`src/rtl/btn_pkg.sv`:
```
`timescale 1ns/1ps
`default_nettype none
// ============================================================================
// Module      : btn_pkg
// Description : Shared definitions for the pushbutton debounce/pulse block:
//               debounce state encoding, default timing constants and a
//               helper used to size the shared counter width.
// Revision    : 1.0 - initial release
// ============================================================================
package btn_pkg;

    // Debounce FSM states: IDLE (stable low), CHK_HI (qualifying a press),
    // PRESSED (stable high), CHK_LO (qualifying a release).
    typedef enum logic [1:0] {
        ST_IDLE    = 2'd0,
        ST_CHK_HI  = 2'd1,
        ST_PRESSED = 2'd2,
        ST_CHK_LO  = 2'd3
    } deb_state_t;

    // 10 ms debounce, 500 ms initial repeat delay, 150 ms repeat period at 100 MHz.
    localparam int c_DEF_DEBOUNCE_CYCLES = 1000000;
    localparam int c_DEF_REPEAT_DELAY    = 50000000;
    localparam int c_DEF_REPEAT_PERIOD   = 15000000;

    // Largest of three timing parameters; sizes the shared counter width.
    function automatic int max3(input int a, input int b, input int c);
        int m;
        m = a;
        if (b > m) m = b;
        if (c > m) m = c;
        return m;
    endfunction

endpackage
`default_nettype wire

```
`src/rtl/btn_debounce_ch.sv`:
```
`timescale 1ns/1ps
`default_nettype none
// ============================================================================
// Module      : btn_debounce_ch
// Description : One pushbutton channel: 2-flop synchronizer, debounce FSM
//               with saturating qualification counter, debounced level and a
//               one-cycle rise flag marking CHK_HI -> PRESSED entry.
//               With BTN_AUTO_REPEAT_EN defined, also exports o_pressed.
// Revision    : 1.0 - initial release
// ============================================================================
module btn_debounce_ch
    import btn_pkg::*;
#(
    parameter int DEBOUNCE_CYCLES = c_DEF_DEBOUNCE_CYCLES,
    parameter int CNT_W           = 21
) (
    input  logic clk,
    input  logic rst,
    input  logic i_raw,
    output logic o_level,
    output logic o_rise
`ifdef BTN_AUTO_REPEAT_EN
    ,
    output logic o_pressed
`endif
);

    // The sample that causes the CHK_* entry counts as the first of the
    // DEBOUNCE_CYCLES, so the count finishes at DEBOUNCE_CYCLES-2.
    localparam logic [CNT_W-1:0] c_CNT_LAST = CNT_W'(DEBOUNCE_CYCLES - 2);
    localparam logic [CNT_W-1:0] c_CNT_MAX  = '1;
    localparam logic [CNT_W-1:0] c_CNT_ONE  = CNT_W'(1);

    logic             r_sync1;
    logic             r_sync2;
    deb_state_t       r_state;
    deb_state_t       w_state_next;
    logic [CNT_W-1:0] r_cnt;
    logic             r_rise;
    logic             w_cnt_done;

    assign w_cnt_done = (r_cnt == c_CNT_LAST);

    // Two-flop synchronizer for the asynchronous button pin.
    always_ff @(posedge clk or posedge rst) begin
        if (rst) begin
            r_sync1 <= 1'b0;
            r_sync2 <= 1'b0;
        end else begin
            r_sync1 <= i_raw;
            r_sync2 <= r_sync1;
        end
    end

    // Next-state logic: any contrary sample aborts a qualification phase.
    always_comb begin
        w_state_next = r_state;
        case (r_state)
            ST_IDLE: begin
                if (r_sync2) w_state_next = ST_CHK_HI;
            end
            ST_CHK_HI: begin
                if (!r_sync2)       w_state_next = ST_IDLE;
                else if (w_cnt_done) w_state_next = ST_PRESSED;
            end
            ST_PRESSED: begin
                if (!r_sync2) w_state_next = ST_CHK_LO;
            end
            ST_CHK_LO: begin
                if (r_sync2)         w_state_next = ST_PRESSED;
                else if (w_cnt_done) w_state_next = ST_IDLE;
            end
            default: w_state_next = ST_IDLE;
        endcase
    end

    // State register, counter cleared on every state change, rise flag.
    always_ff @(posedge clk or posedge rst) begin
        if (rst) begin
            r_state <= ST_IDLE;
            r_cnt   <= '0;
            r_rise  <= 1'b0;
        end else begin
            r_state <= w_state_next;
            if (w_state_next != r_state) begin
                r_cnt <= '0;
            end else if (r_cnt != c_CNT_MAX) begin
                r_cnt <= r_cnt + c_CNT_ONE;
            end
            r_rise <= (r_state == ST_CHK_HI) && (w_state_next == ST_PRESSED);
        end
    end

    assign o_level = (r_state == ST_PRESSED) || (r_state == ST_CHK_LO);
    assign o_rise  = r_rise;
`ifdef BTN_AUTO_REPEAT_EN
    assign o_pressed = (r_state == ST_PRESSED);
`endif

endmodule
`default_nettype wire

```
`src/rtl/btn_debounce_pulse.sv`:
```
`timescale 1ns/1ps
`default_nettype none
// ============================================================================
// Module      : btn_debounce_pulse
// Description : Debounces the left/right pushbuttons and produces mutually
//               exclusive single-cycle move pulses. A press is ignored while
//               the other button is held. Optional macro BTN_AUTO_REPEAT_EN
//               adds auto-repeat pulses while a single button stays pressed.
// Revision    : 1.0 - initial release
// ============================================================================
module btn_debounce_pulse
    import btn_pkg::*;
#(
    parameter int DEBOUNCE_CYCLES = c_DEF_DEBOUNCE_CYCLES,
    parameter int REPEAT_DELAY    = c_DEF_REPEAT_DELAY,
    parameter int REPEAT_PERIOD   = c_DEF_REPEAT_PERIOD
) (
    input  logic clk_100mhz,
    input  logic rst,
    input  logic btn_left_raw,
    input  logic btn_right_raw,
    output logic btn_left,
    output logic btn_right,
    output logic btn_left_level,
    output logic btn_right_level
);

    localparam int c_CNT_W = $clog2(max3(DEBOUNCE_CYCLES, REPEAT_DELAY, REPEAT_PERIOD)) + 1;

    // Index 0 is the left channel, index 1 the right channel.
    logic [1:0] w_raw;
    logic [1:0] w_level;
    logic [1:0] w_other_level;
    logic [1:0] w_rise;
    logic [1:0] w_press_ok;
    logic [1:0] w_fire;
    logic [1:0] w_fire_gated;
    logic [1:0] r_pulse;
`ifdef BTN_AUTO_REPEAT_EN
    logic [1:0] w_pressed;
    logic [1:0] w_rep_fire;
`endif

    assign w_raw         = {btn_right_raw, btn_left_raw};
    assign w_other_level = {w_level[0], w_level[1]};

    for (genvar i = 0; i < 2; i++) begin : g_ch
        btn_debounce_ch #(
            .DEBOUNCE_CYCLES (DEBOUNCE_CYCLES),
            .CNT_W           (c_CNT_W)
        ) u_ch (
            .clk       (clk_100mhz),
            .rst       (rst),
            .i_raw     (w_raw[i]),
            .o_level   (w_level[i]),
            .o_rise    (w_rise[i])
`ifdef BTN_AUTO_REPEAT_EN
            ,
            .o_pressed (w_pressed[i])
`endif
        );

        // A press only counts when the other button is released; when both
        // rise together each sees the other's level and both are dropped.
        assign w_press_ok[i] = w_rise[i] & ~w_other_level[i];

`ifdef BTN_AUTO_REPEAT_EN
        localparam logic [c_CNT_W-1:0] c_REP_DELAY  = c_CNT_W'(REPEAT_DELAY);
        localparam logic [c_CNT_W-1:0] c_REP_PERIOD = c_CNT_W'(REPEAT_PERIOD);
        localparam logic [c_CNT_W-1:0] c_REP_MAX    = '1;
        localparam logic [c_CNT_W-1:0] c_REP_ONE    = c_CNT_W'(1);

        logic               r_armed;
        logic               r_periodic;
        logic [c_CNT_W-1:0] r_rep_cnt;
        logic               w_hold;
        logic               w_rep_due;

        // Counter reads 1 in the cycle a pulse is visible, so a match at N
        // lands the next pulse exactly N cycles after the previous one.
        assign w_hold        = w_pressed[i] & ~w_other_level[i];
        assign w_rep_due     = r_periodic ? (r_rep_cnt == c_REP_PERIOD)
                                          : (r_rep_cnt == c_REP_DELAY);
        assign w_rep_fire[i] = r_armed & w_hold & w_rep_due;
        assign w_fire[i]     = w_press_ok[i] | w_rep_fire[i];

        // Repeat timer: armed by each emitted pulse, disarmed for good once
        // the button leaves PRESSED or the other button is held.
        always_ff @(posedge clk_100mhz or posedge rst) begin
            if (rst) begin
                r_armed    <= 1'b0;
                r_periodic <= 1'b0;
                r_rep_cnt  <= '0;
            end else if (w_fire_gated[i]) begin
                r_armed    <= 1'b1;
                r_periodic <= ~w_press_ok[i];
                r_rep_cnt  <= c_REP_ONE;
            end else if (r_armed && !w_hold) begin
                r_armed   <= 1'b0;
                r_rep_cnt <= '0;
            end else if (r_armed && (r_rep_cnt != c_REP_MAX)) begin
                r_rep_cnt <= r_rep_cnt + c_REP_ONE;
            end
        end
`else
        assign w_fire[i] = w_press_ok[i];
`endif
    end

    // Final guard keeping the two move pulses mutually exclusive.
    assign w_fire_gated = w_fire & ~{w_fire[0], w_fire[1]};

    // Registered move pulses.
    always_ff @(posedge clk_100mhz or posedge rst) begin
        if (rst) begin
            r_pulse <= '0;
        end else begin
            r_pulse <= w_fire_gated;
        end
    end

    assign btn_left        = r_pulse[0];
    assign btn_right       = r_pulse[1];
    assign btn_left_level  = w_level[0];
    assign btn_right_level = w_level[1];

endmodule
`default_nettype wire

```
`config.mk`:
```
export PLATFORM = sky130hd
export DESIGN_NAME = btn_debounce_pulse
export DESIGN_NICKNAME = d
export VERILOG_FILES = /design/src/rtl/btn_pkg.sv /design/src/rtl/btn_debounce_ch.sv /design/src/rtl/btn_debounce_pulse.sv
export SDC_FILE = /design/constraint.sdc
export NUM_CORES = 1
export LEC_CHECK = 0
export CAP_MARGIN = 30
export CORE_MARGIN = 2
export CORE_UTILIZATION = 49
export CTS_BUF_LIST = sky130_fd_sc_hd__clkbuf_16
export DETAILED_ROUTE_END_ITERATION = 7
export GPL_ROUTABILITY_DRIVEN = 0
export PLACE_DENSITY = 0.65
export SYNTH_ARGS = -nofsm -noshare
export SYNTH_HDL_FRONTEND = slang
export SYNTH_SLANG_ARGS = --single-unit
```
`constraint.sdc`:
```
create_clock -name clk_100mhz -period 4.53 [get_ports clk_100mhz]
set_clock_uncertainty 0.15 [all_clocks]
set_input_delay 0.906 -clock clk_100mhz [delete_from_list [all_inputs] [get_ports clk_100mhz]]
set_output_delay 0.906 -clock clk_100mhz [all_outputs]
set_load 0.01 [all_outputs]
```
**Yosys cells after proc, flatten, opt, wreduce, memory -nomap -nowiden**

Cells that the tools add are included.

- Register bits after elaboration: 66
- Input port bits: 4
- Output and inout port bits: 4
- Word-level logic and storage cells: 59

- Add/sub/neg operators: 2
- Equality and inequality tests: 14
- Muxes and demuxes: 18
- Bitwise gates (word level): 6
- Reductions and logical operators: 8

Operator list:

| cell | count |
|---|---|
| $mux W27 | 4 |
| $add A27 B1 Y27 const B | 2 |
| $eq A27 B20 Y1 const B | 2 |
| $ne A27 B27 Y1 const B | 2 |
| $mux W2 | 12 |
| $pmux W2 S4 | 2 |
| $eq A2 B2 Y1 const B | 6 |
| $eq A2 B1 Y1 const B | 2 |
| $logic_not A2 Y1 | 2 |
| $ne A2 B2 Y1 | 2 |
| $reduce_bool A2 Y1 | 2 |
| $and A1 B1 Y1 | 2 |
| $and A2 B2 Y2 | 1 |
| $logic_and A1 B1 Y1 | 2 |
| $logic_or A1 B1 Y1 | 2 |
| $not A1 Y1 | 2 |
| $not A2 Y2 | 1 |

**Logic depth before layout (Yosys ltp)**

- Word-level depth: 6
- Gate-level depth with buffers: 9
- Gate-level depth less buffers: 7

**By module**

A second synthesis with hierarchy kept.

- Cells, all modules: 373
- Area, all modules: 3611.0 µm²

Modules (own cells, without submodules):

| module | instances | cells each | area an instance (µm²) |
|---|---|---|---|
| btn_debounce_ch | 2 | 183 | 1757.9 |
| btn_debounce_pulse | 1 | 7 | 95.1 |

**Least setup slack after synthesis**

OpenSTA, ideal clock, no wires.

- Kind: flip-flop to flip-flop
- From: register g_ch[0].u_ch.r_cnt[0]
- To: register g_ch[0].u_ch.r_cnt[26]
- Library setup time: 119 ps
- Arrival: 1855 ps
- Data required time: 4261 ps
- Slack: 2406 ps
- Stages on the path, launching flop included: 10
- Path buffers: 2
- Cells stage by stage: dfrtp_1 > inv_1 > ha_1 > nor4b_1 > nand3_1 > nor4_1 > o21ba_2 > buf_4 > buf_4 > nor2_1

- Cells in the longest elaborated chain, start to end: 6
- Elaborated cells on any way between the ends: 12
- Those cells by class: 1 x add/sub; 3 x eq/ne; 7 x mux; 1 x reduce/logical

Ends and longest elaborated chain:

| what | line | text |
|---|---|---|
| start, declared | btn_debounce_ch.sv:38 | `logic [CNT_W-1:0] r_cnt;` |
| start signal, assigned | btn_debounce_ch.sv:88 | `r_cnt <= r_cnt + c_CNT_ONE;` |
| branches (longest 6 deep; another with $add A27 B1 Y27) | n/a |  |

Parallel ways; which one is timed is not known. The select of a mux whose other input is x is not followed.
A chain may end at the register's enable or synchronous reset.

**Final worst setup path**

- From: register g_ch[1].u_ch.r_cnt[0]
- To: register g_ch[1].u_ch.r_cnt[16]

- Cells in the longest elaborated chain, start to end: 6
- Elaborated cells on any way between the ends: 12
- Those cells by class: 1 x add/sub; 3 x eq/ne; 7 x mux; 1 x reduce/logical

Ends and longest elaborated chain:

| what | line |
|---|---|
| start, declared | btn_debounce_ch.sv:38 |
| start signal, assigned | btn_debounce_ch.sv:88 |
| branches (longest 6 deep; another with $add A27 B1 Y27) | n/a |

Parallel ways; which one is timed is not known. The select of a mux whose other input is x is not followed.

==> key figures <==
Run status
  • Outcome: completed

Worst hold path
  • Hold EP: g_ch[1].u_ch.r_sync2$_DFF_PP0_
  • WHS Path Cells: 0
  • Worst hold start: g_ch[1].u_ch.r_sync1$_DFF_PP0_
  • Hold Crit Class: reg2reg

Placed design
  • Port Buffer Count: 7
  • DP Worst Slack: 1.62 ns
  • Post-DP HPWL: 4730 um
  • Area after DPL: roughly 3600 sq um

Detailed routing
  • Vias: 2,715
  • Initial DRT Pass Iterations: 4
  • Final wirelength: 7050 um
  • DR WL/cell: 15.0 um
  • Routed vias/inst: 5.79
  • DRC viols: 0
  • Initial DRC Count: 136
  • Remaining antenna violation count: 0

STA
  • Post-route setup slack: 1.68 ns
  • Minimum clock period: about 2.9 ns
  • Pins Over Slew Limit: 0
  • Setup TNS: 0 ns
  • Final hold vios: 0
  • Slew HR: roughly 34%
  • Max Clk Rate: between 300 and 400 MHz
  • Tcrit/Tclk final: 63.0%
  • Fin Hold WS: 0.201 ns
  • Final setup violation count: 0
  • Worst slew pin tran: 0.986 ns
  • RSZ-0062 raised after global routing: false

Power and ir drop
  • Power Density: 336 nW/um^2
  • Clock network fraction of total power: about half
  • Gate power share: 3.4%
  • Sequential share of power: 46.2%
  • Final Power: 0.00131 W
  • Worst vdd ir: 0.000227 V
  • P_sw: between 0.0002 and 0.0003 W
  • Switching part of the total power: 21.5%
  • Leakage: 1.50 nW
  • Pint: around 0.0010 W

Clock network
  • Post-CTS sizing: 0
  • H-Tree Depth: 3
  • Cts bufs inserted: 9
  • Root buf cell: clkbuf_16
  • Clk Latency, worst-skew pair: 0.33 ns
  • Clock buffer depth: 2
  • CTS Sinks: 66
  • CTS tree: built
  • Post-CTS Setup Bufs: 0
  • Clock-pin slew on the worst setup and hold paths: roughly 0.05 ns
  • Hold-fix buffers, CTS: 0

Die
  • Die Area: 7850 sq um
  • Initial core utilization: roughly half
  • Row Count: 30
  • IO Count: 8
  • CORE AREA: 6870 sq um
  • Chip Width: 88.6 um
  • Die Y-Extent: just under 90 um

Yosys
  • Cells after synthesis: 364
  • Flops & latches, synth: 66
  • Sequential element share of the synthesized area: 47.1%
  • Synth warn: 0
  • Ranking of synthesized cells by area: dfrtp_1, xnor2_1, nor2_1
  • Netlist cell types: between 50 and 60
  • Synthesized Nets: 372
  • Top cell type's share of synthesized area: a little under half
  • Mapped cell area: around 3500 sq um
  • Synthesized area per cell: 9.64 sq um
  • Synth area leader: dfrtp_1

Layout
  • Commonest non-fill, non-tap cell in the layout: dfrtp_1
  • Final Net Count: 377
  • Final Instance Area: 3900 sq um
  • Ant diodes: 0
  • Synth-to-Final Area Change: 11.1%
  • Most frequent cells in the layout: dfrtp_1, nor2_1, nand2_1
  • Fraction of layout cells with a size suffix above 1: under 10%

Run
  • Max-Cap Viols: 0

Worst setup path
  • R2R Path End: g_ch[1].u_ch.r_cnt[16]$_DFFE_PP0P_
  • Worst R2R Path Depth: 7
  • Worst setup path class: reg2reg
  • Reg-to-reg startpoint: g_ch[1].u_ch.r_cnt[0]$_DFFE_PP0P_
  • Worst EP required: approximately 4.5 ns
  • Arrival @ worst endpoint: ~2.9 ns
  • Reg2Reg Setup Slack: 1.68 ns
  • Worst-path fanout max: 27
  • CP Capture Type: flip-flop
  • CP startpoint kind: flip-flop

GRT
  • First-pass GRT wire length: 12,200 um
  • Largest net degree at the start of global routing: 47
  • Gr usage total: 20.4%
  • Initial antenna violation count: 0
  • Number of global-route vias before repair: around 2,500
  • Overflow after GRT: 0
critical path, cell delays in order, from the launching register on:
cell and delay, ns:
dfrtp_1 0.40, inv_1 0.09, ha_1 0.18, nor4b_1 0.34, nand4_1 0.18, nor4_2 0.34, o21ba_1 0.86, nor3_1 0.14
cell type report:
| cell class | count | area, sq um |
|---|---|---|
| Fill cell | 596 | 2970 |
| Multi-Input combinational cell | 275 | 1720 |
| Sequential cell | 66 | 1650 |
| Clock buffer | 9 | 225 |
| Tap cell | 96 | 120 |
| Timing Repair Buffer | 11 | 100 |
| Clock inverter | 6 | 58.8 |
| Inverter | 6 | 22.5 |
how the worst max path moves through the flow:
stage	end	cells past startpoint	start
CTS	g_ch[1].u_ch.r_cnt[16]$_DFFE_PP0P_	7	g_ch[1].u_ch.r_cnt[0]$_DFFE_PP0P_
floorplan	g_ch[0].u_ch.o_rise$_DFF_PP0_	1	rst
detailed placement	g_ch[1].u_ch.r_cnt[16]$_DFFE_PP0P_	7	g_ch[1].u_ch.r_cnt[0]$_DFFE_PP0P_
global route	g_ch[1].u_ch.r_cnt[3]$_DFFE_PP0P_	7	g_ch[1].u_ch.r_cnt[0]$_DFFE_PP0P_
global placement	g_ch[1].u_ch.r_cnt[16]$_DFFE_PP0P_	7	g_ch[1].u_ch.r_cnt[0]$_DFFE_PP0P_
finish	g_ch[1].u_ch.r_cnt[16]$_DFFE_PP0P_	7	g_ch[1].u_ch.r_cnt[0]$_DFFE_PP0P_
sequential cells by signal (all words and copies together), names as in the netlist:
name	cells
g_ch.u_ch.r_state	4
g_ch.u_ch.r_sync1	2
r_pulse	2
g_ch.u_ch.r_sync2	2
g_ch.u_ch.r_cnt	54
g_ch.u_ch.o_rise	2
per-stage QoR:
stage,util (%),instances
after floorplan,-,364
after global placement,52.6,454
after detailed placement,52.6,454
after CTS,56.7,469
after global routing,56.7,469
final,56.7,469
power by group through the flow:
stage                      logic, W  clock network, W  registers [W]
final                     0.0000445          0.000660       0.000606
after global routing      0.0000520          0.000705       0.000607
after CTS                 0.0000465          0.000679       0.000606
after detailed placement  0.0000467                 0       0.000616
after global placement    0.0000453                 0       0.000615
after floorplan           0.0000380                 0       0.000614
cell families (layout without fill, tap and decap cells):
kind of cell / after synthesis / after routing / share of synthesized area [%]
multiplexers: 2 / 2 / 0.606
buffers and inverters: 23 / 32 / 3.96
AO/OA/AOI/OAI: 56 / 56 / 10.3
adder cells (fa/ha/maj): 4 / 4 / 1.43
flip-flops: 66 / 66 / 47.1
AND/OR/NAND/NOR: 179 / 179 / 28.1
XOR/XNOR: 34 / 34 / 8.49
cell usage after synthesis (all sizes together):
| master | number |
|---|---|
| nand3 | 16 |
| a21boi | 2 |
| nor4b | 4 |
| o211ai | 1 |
| ha | 4 |
| or4 | 12 |
| nor4 | 12 |
| xor2 | 8 |
| a21oi | 21 |
| nor4bb | 1 |
| and4 | 5 |
| nand4b | 1 |
| o2111ai | 2 |
| mux2 | 1 |
| a2111oi | 1 |
| or3 | 5 |
| clkbuf | 8 |
| o21ai | 5 |
| nor2b | 3 |
| buf | 8 |
| and3 | 6 |
| a31oi | 3 |
| and2 | 1 |
| or4b | 1 |
| o31ai | 8 |
| nor3 | 7 |
| a311oi | 1 |
| nor3b | 1 |
| and4b | 1 |
| clkdlybuf4s15 | 1 |
| or2 | 5 |
| xnor2 | 26 |
| a211oi | 9 |
| dfrtp | 66 |
| nand4 | 18 |
| and3b | 1 |
| nand2 | 29 |
| nor2 | 50 |
| inv | 6 |
| o21ba | 2 |
| a21o | 1 |
| mux2i | 1 |
routing by layer:
metal | vias up | GRT usage (%) | share of wire [%]
li1 | 1339 | - | -
met1 | 1322 | 29.9 | 50
met2 | 48 | 29.7 | 45
met3 | 6 | 5.04 | 3.1
met4 | 0 | 7.16 | 0.99
met5 | - | 0 | 0
(Power assumes the default switching activity.)
